--- src/rtl/id_operand_stage_pkg.sv ---
// id_operand_stage shared types and helpers.
// Stage-hit compare and register-zero constant.
package id_operand_stage_pkg;

  localparam logic [4:0] REG_ZERO = 5'd0;

  function automatic logic stage_hit(
    input logic       le,
    input logic [4:0] rd,
    input logic [4:0] src
  );
    return le && (rd == src) && (src != REG_ZERO);
  endfunction

endpackage

--- src/rtl/operand_forward_mux.sv ---
// Operand forward mux: EX > MEM > WB > regfile.
// Source R0 always resolves to zero.
module operand_forward_mux
  import id_operand_stage_pkg::*;
(
  input  logic [4:0]  i_src,
  input  logic [31:0] i_rf_val,
  input  logic [4:0]  i_ex_rd,
  input  logic        i_ex_le,
  input  logic        i_ex_load,
  input  logic [31:0] i_ex_val,
  input  logic [4:0]  i_mem_rd,
  input  logic        i_mem_le,
  input  logic [31:0] i_mem_val,
  input  logic [4:0]  i_wb_rd,
  input  logic        i_wb_le,
  input  logic [31:0] i_wb_val,
  output logic [31:0] o_val
);

  logic w_ex_hit;
  logic w_mem_hit;
  logic w_wb_hit;

  assign w_ex_hit  = stage_hit(i_ex_le, i_ex_rd, i_src)
                   && !i_ex_load;
  assign w_mem_hit = stage_hit(i_mem_le, i_mem_rd, i_src);
  assign w_wb_hit  = stage_hit(i_wb_le, i_wb_rd, i_src);

  // Youngest producer wins; a pending load in EX is skipped.
  always_comb begin
    o_val = i_rf_val;
    if (i_src == REG_ZERO)
      o_val = 32'h0;
    else if (w_ex_hit)
      o_val = i_ex_val;
    else if (w_mem_hit)
      o_val = i_mem_val;
    else if (w_wb_hit)
      o_val = i_wb_val;
  end

endmodule

--- src/rtl/id_operand_stage.sv ---
// ID operand stage: forwarding, load-use stall,
// and the ID/EX pipeline register.
module id_operand_stage
  import id_operand_stage_pkg::*;
#(
  parameter int CTRL_W = 16
) (
  input  logic              CLK,
  input  logic              R,
  input  logic              ID_VALID,
  input  logic [4:0]        RA,
  input  logic [4:0]        RB,
  input  logic              USE_A,
  input  logic              USE_B,
  input  logic [31:0]       PA,
  input  logic [31:0]       PB,
  input  logic [4:0]        ID_RD,
  input  logic              ID_RF_LE,
  input  logic              ID_LOAD,
  input  logic [CTRL_W-1:0] ID_CTRL,
  input  logic [4:0]        EX_RD,
  input  logic [4:0]        MEM_RD,
  input  logic [4:0]        WB_RD,
  input  logic              EX_RF_LE,
  input  logic              MEM_RF_LE,
  input  logic              WB_RF_LE,
  input  logic              EX_LOAD,
  input  logic [31:0]       EX_VAL,
  input  logic [31:0]       MEM_VAL,
  input  logic [31:0]       WB_VAL,
  input  logic              FLUSH,
  output logic              STALL,
  output logic [31:0]       OPA,
  output logic [31:0]       OPB,
  output logic [4:0]        EX_DEST,
  output logic              EX_RF_LE_O,
  output logic              EX_LOAD_O,
  output logic              EX_VALID,
  output logic [CTRL_W-1:0] EX_CTRL
);

  logic [31:0] w_opa;
  logic [31:0] w_opb;
  logic        w_use_hit;
  logic        w_stall;

  operand_forward_mux u_fwd_a (
    .i_src     (RA),
    .i_rf_val  (PA),
    .i_ex_rd   (EX_RD),
    .i_ex_le   (EX_RF_LE),
    .i_ex_load (EX_LOAD),
    .i_ex_val  (EX_VAL),
    .i_mem_rd  (MEM_RD),
    .i_mem_le  (MEM_RF_LE),
    .i_mem_val (MEM_VAL),
    .i_wb_rd   (WB_RD),
    .i_wb_le   (WB_RF_LE),
    .i_wb_val  (WB_VAL),
    .o_val     (w_opa)
  );

  operand_forward_mux u_fwd_b (
    .i_src     (RB),
    .i_rf_val  (PB),
    .i_ex_rd   (EX_RD),
    .i_ex_le   (EX_RF_LE),
    .i_ex_load (EX_LOAD),
    .i_ex_val  (EX_VAL),
    .i_mem_rd  (MEM_RD),
    .i_mem_le  (MEM_RF_LE),
    .i_mem_val (MEM_VAL),
    .i_wb_rd   (WB_RD),
    .i_wb_le   (WB_RF_LE),
    .i_wb_val  (WB_VAL),
    .o_val     (w_opb)
  );

  // stage_hit excludes R0, so EX_RD!=0 is implied.
  assign w_use_hit =
      (USE_A && stage_hit(EX_RF_LE, EX_RD, RA))
    || (USE_B && stage_hit(EX_RF_LE, EX_RD, RB));

  assign w_stall = ID_VALID && !FLUSH
                && EX_LOAD && w_use_hit;

  assign STALL = w_stall;

  // Reset, flush and stall all leave an all-zero bubble.
  always_ff @(posedge CLK) begin
    if (R || FLUSH || w_stall) begin
      OPA        <= 32'h0;
      OPB        <= 32'h0;
      EX_DEST    <= REG_ZERO;
      EX_RF_LE_O <= 1'b0;
      EX_LOAD_O  <= 1'b0;
      EX_VALID   <= 1'b0;
      EX_CTRL    <= '0;
    end else begin
      OPA        <= w_opa;
      OPB        <= w_opb;
      EX_DEST    <= ID_RD;
      EX_RF_LE_O <= ID_RF_LE && ID_VALID;
      EX_LOAD_O  <= ID_LOAD && ID_VALID;
      EX_VALID   <= ID_VALID;
      EX_CTRL    <= ID_CTRL;
    end
  end

endmodule

--- config.mk ---
export PLATFORM = sky130hd
export DESIGN_NAME = id_operand_stage
export DESIGN_NICKNAME = d
export VERILOG_FILES = /design/src/rtl/id_operand_stage_pkg.sv /design/src/rtl/operand_forward_mux.sv /design/src/rtl/id_operand_stage.sv
export SDC_FILE = /design/constraint.sdc
export NUM_CORES = 1
export LEC_CHECK = 0
export CAP_MARGIN = 20
export CORE_MARGIN = 3
export CORE_UTILIZATION = 40
export DETAILED_ROUTE_END_ITERATION = 7
export MAX_ROUTING_LAYER = met4
export PLACE_DENSITY_LB_ADDON = 0.1
export SLEW_MARGIN = 10
export SYNTH_ARGS = -nofsm -noshare
export SYNTH_HDL_FRONTEND = slang
export SYNTH_SLANG_ARGS = --single-unit
--- constraint.sdc ---
create_clock -name CLK -period 6 [get_ports CLK]
set_input_delay 1.8 -clock CLK [delete_from_list [all_inputs] [get_ports CLK]]
set_output_delay 1.8 -clock CLK [all_outputs]
set_load 0.02 [all_outputs]
==> results.toml <==
[yosys]
synthFlopType = "dfxtp_1"
yosys-top-cells-area = "dfxtp_1 32%, a211oi_1 9.0%, a21boi_0 8.8%"
synth_nets = 855
syn_area_um2 = 5450
synth_edf_count = 0
yosysTopAreaCell = "dfxtp_1"
netlist_top_cells_count = "88 x dfxtp_1, 71 x nand2_1, 65 x a211oi_1"
ys_ff_latch = 88
yosysSeqAreaShare_pct = 32.3
post_synth.cell_area_avg_um2 = 8.55
syn_inst = 637
synthArstFlopShare_pct = 0
synth.top_cell.area_share_pct = 32.3
yosysWarnings = 0
synth_most_common_cell = "dfxtp_1"
synth.distinct_cells = 29

[timing]
setup-tns-final_ns = 0
setup_viol_count_final = 0
max_clock_freq_mhz = 181
rsz0062_at_grt = "no"
hold_viol = 0
slew-limit-headroom_pct = 28.0
finalCritPeriodShare_pct = 92.2
tightest_slew_ns = 1.08
slew_violations = 0
final.min_clock_period_ns = 5.53

[clocking]
htreeDepth = 3
clock_sinks = 88
cts_resized = 0
postCtsHoldBufs = 0
clock_path_buffers = 2
cts.reportedPaths.clkPinSlew_ns = 0.07
cts_root_buf = "clkbuf_16"
cts_made_buffers = 9
cts_tree = "yes"
cts_setup_buffers = 0

[detailed_routing]
routed_wl_mm = 24.7
ant_nets = 0
drtPass1Iterations = 7
routedWlPerCell_um = 22.7
vias_per_cell = 6.06
drt-initial-drc-count = 783
drc_errors = 0
num_vias = 6594

[placed_design]
dp_hpwl_mm = 17.2
detailed_place.area_um2 = 8680
gp_congestion = 0.939
port_buffers = 306

[pwr]
internal_power_mw = 1.26
seq_power_share_pct = 35.8
power_density_nw_per_um2 = 192
combPwrFrac_pct = 26.1
peakVddDrop_mv = 0.139
p_sw_mw = 0.471
p_clk_share_pct = 38.1
swShare_pct = 27.2
leakagePower_nw = 3.24

[floorplanning]
placementRows = 42
io_pins = 307
dieArea_um2 = 15100
die_w_um = 123
core_um2 = 13300
die_h_um = 123
initial_utilization_pct = 41.0

[global_route]
grt_max_degree = 89
antenna_found_initial = 2
grt.overflow.total = 0
grt_pass1_vias = 6691
grt_first_pass_wirelength_mm = 36.5
grt_use_total_pct = 32.3

[status]
outcome = "completed"

[setup_path]
worst-path-max-fanout = 3
cp.arrival_ns = 3.73
cp.required_ns = 4.20
critical_path_class = "in2out"
crit_chain = "clkdlybuf4s50_1 -> xor2_1 -> nor4_2 -> nand4_1 -> a211oi_4 -> dlymetal6s2s_1"
critPathMaxStageDelay_ns = 0.46
worstSetupEndpointType = "output pin"
startpoint_type = "primary input"
slowest_stage = "clkdlybuf4s50_1"

[min_path]
holdCritPathClass = "in2reg"
worst_hold_path.endpoint = "EX_LOAD_O$_SDFF_PP0_"
min_from = "ID_LOAD"
min_path_cells = 3

[final_layout]
post-route-util_pct = 67.9
fillers = 1049
design_area_um2 = 9030
area_growth_pct = 65.7
fin_nets = 1124
final_layout_size_suffix_gt1_share_pct = 6.26

[flow_run]
drv_cap = 0
[sequential cells by signal, summed over array words and instances (netlist names)]
name	flops
EX_LOAD_O	1
EX_CTRL	16
OPB	32
EX_VALID	1
EX_RF_LE_O	1
EX_DEST	5
OPA	32
[worst max-delay path: cells and delay by family]
family                    cells  cell delay [ns]
buffers and inverters         2             0.80
and+or+nand+nor               2             0.63
AOI/OAI and AO/OA             1             0.32
xor gates and xnor gates      1             0.19
[logic make-up (layout without fill, tap and decap cells)]
family | after synthesis | in the layout | synth area share (%)
other | 0 | 2 | 0
XOR/XNOR | 30 | 30 | 4.82
flip-flops | 88 | 88 | 32.3
AO/OA/AOI/OAI | 197 | 197 | 29.1
buffers and inverters | 79 | 352 | 6.02
AND/OR/NAND/NOR | 243 | 243 | 27.7
[worst max-delay path by stage]
stage | cells after the start | from | to
after floorplan | 5 | EX_RD[4] | STALL
after CTS | 6 | EX_RD[4] | STALL
after global placement | 6 | EX_RD[4] | STALL
after global routing | 6 | EX_RD[4] | STALL
final | 6 | EX_RD[4] | STALL
after detailed placement | 6 | EX_RD[4] | STALL
[routing by layer]
layer  vias up  routed length (um)  track usage, %
met3        75                2310            6.18
li1       2972                   -               -
met5         -                   0               -
met1      3092                9720            39.3
met4         0                 833            13.6
met2       455               11900            52.5
[final cells by class]
| cell class | instances | area (um2) | share of cell area [%] |
|---|---|---|---|
| tap | 176 | 220 | 2.44 |
| clock inverter | 6 | 115 | 1.28 |
| multi-input combinational | 470 | 3410 | 37.8 |
| sequential | 88 | 1760 | 19.5 |
| inverter | 3 | 11.3 | 0.125 |
| antenna | 2 | 5.00 | 0.0554 |
| clock buffer | 9 | 225 | 2.49 |
| timing repair buffer | 334 | 3280 | 36.3 |
[power by group through the flow]
| stage | registers [mW] | clock network [mW] | logic (mW) |
|---|---|---|---|
| final | 0.620 | 0.661 | 0.453 |
| after global routing | 0.622 | 0.687 | 0.477 |
| after CTS | 0.620 | 0.668 | 0.449 |
| after detailed placement | 0.633 | 0 | 0.447 |
| after global placement | 0.632 | 0 | 0.443 |
| after floorplan | 0.666 | 0 | 0.141 |
[cells in the final DEF (no fill, tap or decap), types with 3 or more instances in the layout]
master,instances
xor2_1,22
a211oi_1,64
xnor2_1,8
inv_1,3
clkbuf_16,9
o311ai_0,28
clkdlybuf4s50_1,305
nand2_1,71
dfxtp_1,88
buf_4,28
bufinv_16,3
and3_1,64
nor4_4,3
nor3b_1,22
and2_1,4
a211oi_4,5
o311ai_1,36
nor4_2,3
a21boi_0,64
nand3b_1,64
[stage by stage]
stage | setup WS, ns | std cells | power (mW) | hold WS (ns)
6_report | 0.469 | 1088 | 1.73 | 1.99
5_1_grt | 0.379 | 1088 | 1.79 | 1.99
4_1_cts | 0.0664 | 1086 | 1.74 | 1.98
3_5_place_dp | 0.0653 | 1071 | 1.08 | 2.35
3_3_place_gp | 0.0963 | 1071 | 1.08 | 2.36
2_1_floorplan | 1.14 | 637 | 0.808 | 1.92
Power figures use the tool's default switching activity.
